[src/rtl/seg7_to_bcd_decoder.sv]
// seg7_to_bcd_decoder
//   Reads back a digit-multiplexed 7-segment bus (ones, then tens). Each
//   digit passes a stability filter and is then decoded to a BCD nibble.
//   The packed two-digit BCD value and its binary equivalent are offered
//   over a valid/ready handshake. A stable code that cannot be decoded
//   raises a one-cycle errOut pulse.
//   Optional build macro: BLANK_TENS_EN. When it is defined, an all-off
//   tens digit (code 00, leading-zero blanking) decodes to 0.
module seg7_to_bcd_decoder #(
    parameter int STABLE_CNT = 3,
    parameter int CNT_W      = 4
) (
    input  logic       clk,
    input  logic       resetN,
    input  logic [6:0] seg7In,
    input  logic       digitSel,
    input  logic       sampleEn,
    output logic [7:0] bcdOut,
    output logic [6:0] binOut,
    output logic       outValid,
    input  logic       outReady,
    output logic       errOut
);

    typedef enum logic [1:0] {
        S_ONES = 2'd0,
        S_TENS = 2'd1,
        S_OUT  = 2'd2
    } state_t;

    localparam logic [CNT_W-1:0] STABLE_C = CNT_W'(STABLE_CNT);
    localparam logic [CNT_W-1:0] ONE_C    = CNT_W'(1);
    localparam logic [CNT_W-1:0] ZERO_C   = CNT_W'(0);

    // Returns {legal, nibble}; blankOk makes the all-off code decode to 0.
    function automatic logic [4:0] decodeSeg(input logic [6:0] code, input logic blankOk);
        logic [4:0] res;
        case (code)
            7'h3F:   res = {1'b1, 4'd0};
            7'h06:   res = {1'b1, 4'd1};
            7'h5B:   res = {1'b1, 4'd2};
            7'h4F:   res = {1'b1, 4'd3};
            7'h66:   res = {1'b1, 4'd4};
            7'h6D:   res = {1'b1, 4'd5};
            7'h7D:   res = {1'b1, 4'd6};
            7'h07:   res = {1'b1, 4'd7};
            7'h7F:   res = {1'b1, 4'd8};
            7'h6F:   res = {1'b1, 4'd9};
            7'h00:   res = blankOk ? {1'b1, 4'd0} : {1'b0, 4'd0};
            default: res = {1'b0, 4'd0};
        endcase
        return res;
    endfunction

    // tens*10 + ones, computed as tens*8 + tens*2 + ones in 7 bits (max 99).
    function automatic logic [6:0] bcdToBin(input logic [3:0] tens, input logic [3:0] ones);
        return ({3'b000, tens} << 3) + ({3'b000, tens} << 1) + {3'b000, ones};
    endfunction

    state_t           state_r, stateNext_s;
    logic [CNT_W-1:0] cnt_r, cntNext_s, filtCnt_s;
    logic [6:0]       lastCode_r, lastNext_s, filtLast_s;
    logic [3:0]       onesNib_r, onesNext_s, tensNib_r, tensNext_s;
    logic [7:0]       bcdNext_s;
    logic [6:0]       binNext_s;
    logic             validNext_s, errNext_s;
    logic             sampleHit_s, sameCode_s, stable_s, blankOk_s;
    logic [4:0]       dec_s;

`ifdef BLANK_TENS_EN
    assign blankOk_s = (state_r == S_TENS);
`else
    assign blankOk_s = 1'b0;
`endif

    assign sampleHit_s = sampleEn &&
                         (((state_r == S_ONES) && !digitSel) ||
                          ((state_r == S_TENS) &&  digitSel));
    assign sameCode_s  = (seg7In == lastCode_r);
    assign dec_s       = decodeSeg(seg7In, blankOk_s);

    // Glitch filter: count consecutive identical samples of the awaited digit.
    always_comb begin
        filtCnt_s  = cnt_r;
        filtLast_s = lastCode_r;
        stable_s   = 1'b0;
        if (sampleHit_s) begin
            if (sameCode_s) begin
                if (cnt_r != STABLE_C) begin
                    filtCnt_s = cnt_r + ONE_C;
                end else begin
                    filtCnt_s = cnt_r;
                end
            end else begin
                filtLast_s = seg7In;
                filtCnt_s  = ONE_C;
            end
            // Stable only on the sample that reaches the threshold, not while saturated.
            stable_s = (filtCnt_s == STABLE_C) && !(sameCode_s && (cnt_r == STABLE_C));
        end else begin
            stable_s = 1'b0;
        end
    end

    // Next-state and next-output logic for the capture / handshake FSM.
    always_comb begin
        stateNext_s = state_r;
        cntNext_s   = filtCnt_s;
        lastNext_s  = filtLast_s;
        onesNext_s  = onesNib_r;
        tensNext_s  = tensNib_r;
        bcdNext_s   = bcdOut;
        binNext_s   = binOut;
        validNext_s = 1'b0;
        errNext_s   = 1'b0;
        case (state_r)
            S_ONES: begin
                if (stable_s) begin
                    cntNext_s  = ZERO_C;
                    lastNext_s = 7'h00;
                    if (dec_s[4]) begin
                        onesNext_s  = dec_s[3:0];
                        stateNext_s = S_TENS;
                    end else begin
                        errNext_s = 1'b1;
                    end
                end else begin
                    stateNext_s = S_ONES;
                end
            end
            S_TENS: begin
                if (stable_s) begin
                    cntNext_s  = ZERO_C;
                    lastNext_s = 7'h00;
                    if (dec_s[4]) begin
                        tensNext_s  = dec_s[3:0];
                        bcdNext_s   = {dec_s[3:0], onesNib_r};
                        binNext_s   = bcdToBin(dec_s[3:0], onesNib_r);
                        validNext_s = 1'b1;
                        stateNext_s = S_OUT;
                    end else begin
                        errNext_s = 1'b1;
                    end
                end else begin
                    stateNext_s = S_TENS;
                end
            end
            S_OUT: begin
                if (outReady) begin
                    validNext_s = 1'b0;
                    cntNext_s   = ZERO_C;
                    lastNext_s  = 7'h00;
                    stateNext_s = S_ONES;
                end else begin
                    validNext_s = 1'b1;
                end
            end
            default: begin
                cntNext_s   = ZERO_C;
                lastNext_s  = 7'h00;
                stateNext_s = S_ONES;
            end
        endcase
    end

    // State register.
    always_ff @(posedge clk or negedge resetN) begin
        if (!resetN) begin
            state_r <= S_ONES;
        end else begin
            state_r <= stateNext_s;
        end
    end

    // Filter, digit holding and output registers.
    always_ff @(posedge clk or negedge resetN) begin
        if (!resetN) begin
            cnt_r      <= ZERO_C;
            lastCode_r <= 7'h00;
            onesNib_r  <= 4'd0;
            tensNib_r  <= 4'd0;
            bcdOut     <= 8'h00;
            binOut     <= 7'd0;
            outValid   <= 1'b0;
            errOut     <= 1'b0;
        end else begin
            cnt_r      <= cntNext_s;
            lastCode_r <= lastNext_s;
            onesNib_r  <= onesNext_s;
            tensNib_r  <= tensNext_s;
            bcdOut     <= bcdNext_s;
            binOut     <= binNext_s;
            outValid   <= validNext_s;
            errOut     <= errNext_s;
        end
    end

endmodule
[config.mk]
export PLATFORM = sky130hd
export DESIGN_NAME = seg7_to_bcd_decoder
export DESIGN_NICKNAME = d
export VERILOG_FILES = /design/src/rtl/seg7_to_bcd_decoder.sv
export SDC_FILE = /design/constraint.sdc
export NUM_CORES = 1
export LEC_CHECK = 0
export ABC_AREA = 1
export BUFFER_PORTS_ARGS = -buffer_cell sky130_fd_sc_hd__buf_4
export CORE_ASPECT_RATIO = 0.6
export CORE_MARGIN = 2
export CORE_UTILIZATION = 40
export DETAILED_ROUTE_END_ITERATION = 8
export PLACE_DENSITY = 0.7
export REMOVE_ABC_BUFFERS = 1
export SLEW_MARGIN = 20
export SYNTH_ARGS = -nofsm -noshare
export SYNTH_HDL_FRONTEND = slang
export SYNTH_SLANG_ARGS = --single-unit
[constraint.sdc]
create_clock -name clk -period 3.5 [get_ports clk]
set_clock_uncertainty 0.15 [all_clocks]
set_input_delay 0.35 -clock clk [delete_from_list [all_inputs] [get_ports clk]]
set_output_delay 0.35 -clock clk [all_outputs]
set_load 0.02 [all_outputs]
==> metrics.yaml <==
synth.cells.most_frequent: "nand2_1 (83), inv_1 (41), dfrtp_1 (33)"
crit_required_ns: 3.54
postRouteAntennaNets: 0
worst_pin_slew_ns: 0.441
place_hpwl_microns: 3400
grt_use_total: 0.165
vias: 1793
yosysSeqAreaShare: 0.375
startpoint_type: "primary input"
crit_end: "binOut[6]"
setup-violations-final: 0
drive_gt1_frac: 0.233
rows: 20
first_global_vias: 1610
crit_path_end_kind: "flop"
path_max_fanout: 4
numCtsBuffers: 5
timing.rr.end: "cnt_r[0]"
dieArea_sq_um: 6140
critPathKind: "primary input to flop"
yosysTopAreaCellShare: 0.375
rr_startpoint: "state_r[1]"
die_w_microns: 99.8
grt_max_degree: 34
power.density_nw_per_um2: 327
rsz0062_at_grt: "no"
clockBufferDepth: 2
yosysTopAreaCell: "dfrtp_1"
drt_iter0_drc: 94
synthCells: 287
path_cells: "buf_4 -> inv_1 -> nand2_1 -> nor2_1 -> nand2_1 -> nand2_1 -> nor2_1 -> inv_1 -> fa_1 -> fa_1 -> a21oi_1 -> nor2_1 -> nor2_1 -> xor2_1 -> nand4_1 -> nand2_1 -> inv_1"
fin_nets: 343
async_flop_share: 1.00
fin_crit_ns: 2.84
syn_to_final_growth_pct: 15.6
core-area_sq_um: 5180
ff2ff_setup_slack_ns: 0.89
routed_wl_microns: 4500
synth_area_leaders: "dfrtp_1 (37%), nand2_1 (14%), inv_1 (7.0%)"
p_leak_uw: 0.00137
finalHoldViolCount: 0
antenna_found_initial: 0
cts_resized: 0
startpoint: "seg7In[4]"
final.period_utilization: 0.811
cp_slowest_cell: "fa_1"
pin_count: 29
synth-main-ff-cell: "dfrtp_1"
avgSynthCellArea_sq_um: 7.68
first_pass_iters: 4
synth.cell_area_sq_um: 2200
worst-r2r-cell-count: 12
yosysWarnings: 0
maxSlewViolCount: 0
cap_violations: 0
place.gp.congestion: 0.867
max_stage_delay_ns: 0.48
whs_path_depth: 3
start_util: 0.426
synth-seq-cells: 33
cts-root-buf: "clkbuf_8"
cts.sinks: 33
io_buffers: 28
yosysMostFrequentCell: "nand2_1"
max_freq_ghz: 0.352
clock_latency_ns: 0.29
n_fill_cell: 530
cts_tree: "done"
cts_setup_buffers: 0
die_h_microns: 61.5
slew_headroom: 0.706
wl_per_cell_microns: 11.7
grt-ovfl-total: 0
ir_worst_vdd_v: 0.000162
grt_pass1_wl_microns: 7580
synth_cell_type_count: 31
drc_errors: 0
status: "completed"
n_antenna_cell: 0
synth_edf_count: 0
arrival_ns: 2.88
hold_class: "primary input to flop"
clk_pin_slew_ns: 0.07
viasPerCell: 4.67
final_util: 0.492
cts_max_level: 2
tns_ns: 0
[where the power goes]
part           total (uW)  internal, uW  switching, uW  leakage [uW]
logic                 129          47.7           81.3      0.000900
clock network         294           137            157     0.0000439
registers             410           398           12.7      0.000425
[area by class of cell]
type,count,area (sq um),area share
Tap cell,66,82.6,0.0324
Timing Repair Buffer,30,228,0.0894
Clock buffer,5,68.8,0.0270
Clock inverter,3,17.5,0.00688
Sequential cell,33,826,0.324
Inverter,44,165,0.0648
Multi-Input combinational cell,203,1160,0.455
[cells by family (layout without fill, tap and decap cells)]
logic type / Yosys count / after routing / share of synthesized area
AND/OR/NAND/NOR: 155 / 155 / 0.326
buffers and inverters: 51 / 82 / 0.0993
flip-flops: 33 / 33 / 0.375
AO/OA/AOI/OAI: 26 / 26 / 0.0812
adder cells (fa/ha/maj): 14 / 14 / 0.0863
XOR/XNOR: 7 / 7 / 0.0278
multiplexers: 1 / 1 / 0.00454
[cell usage in the layout, fill, tap and decap left out, drive strengths merged]
| master | Yosys | layout |
|---|---|---|
| nor3 | 3 | 3 |
| clkinvlp | 0 | 1 |
| nand4 | 7 | 7 |
| clkbuf | 1 | 5 |
| dlygate4sd3 | 0 | 1 |
| buf | 6 | 29 |
| xnor2 | 3 | 3 |
| dfrtp | 33 | 33 |
| a21boi | 1 | 1 |
| o22ai | 1 | 1 |
| o21ai | 21 | 21 |
| nand2 | 94 | 94 |
| clkinv | 0 | 2 |
| inv | 44 | 44 |
| or2 | 1 | 1 |
| nor2 | 36 | 36 |
| a21oi | 3 | 3 |
| mux2i | 1 | 1 |
| ha | 12 | 12 |
| nand3 | 13 | 13 |
| xor2 | 4 | 4 |
| fa | 2 | 2 |
| and3 | 1 | 1 |
[critical path, delay by kind of cell]
kind                       cells  cell delay, ns
adders and majority gates      2            0.95
and+or+nand+nor                9            0.92
buffers and inverters          4            0.37
xor gates and xnor gates       1            0.16
AOI/OAI and AO/OA              1            0.14
[sequential cells by signal, summed over array words and instances (netlist names)]
name and flops:
state_r 2, onesNib_r 4, binOut 6, outValid 1, errOut 1, lastCode_r 7, cnt_r 4, bcdOut 8
[per-stage QoR]
step	instance area [sq um]	hold slack, ns	total power (uW)	setup slack [ns]	instances
after floorplan	2150	-0.0956	502	0.758	280
after global placement	2450	0.172	543	0.491	375
after detailed placement	2450	0.176	546	0.404	375
after CTS	2550	0.241	840	0.689	384
after global routing	2550	0.280	883	0.485	384
final	2550	0.244	834	0.660	384
[per-layer routing]
metal,wire length [microns],track usage,up-vias
met5,0,0,-
met4,40,0.0685,0
met1,2480,0.247,804
met2,1730,0.223,41
li1,-,-,946
met3,252,0.0454,2
[worst min path at each step]
stage                     to  slack (ns)      start
6_report       lastCode_r[2]        0.24  seg7In[2]
5_1_grt        lastCode_r[2]        0.28  seg7In[2]
4_1_cts        lastCode_r[2]        0.24  seg7In[2]
3_5_place_dp        cnt_r[1]        0.18     resetN
3_3_place_gp        cnt_r[1]        0.17     resetN
2_1_floorplan      bcdOut[0]        -0.1     resetN
[what timing repair did]
action / CTS / global route
setup endpoints to repair: 0 / 0
hold buffers: 1 / 0
hold endpoints to repair: 33 / 0
Note: power is estimated with default switching activity, not from simulation.
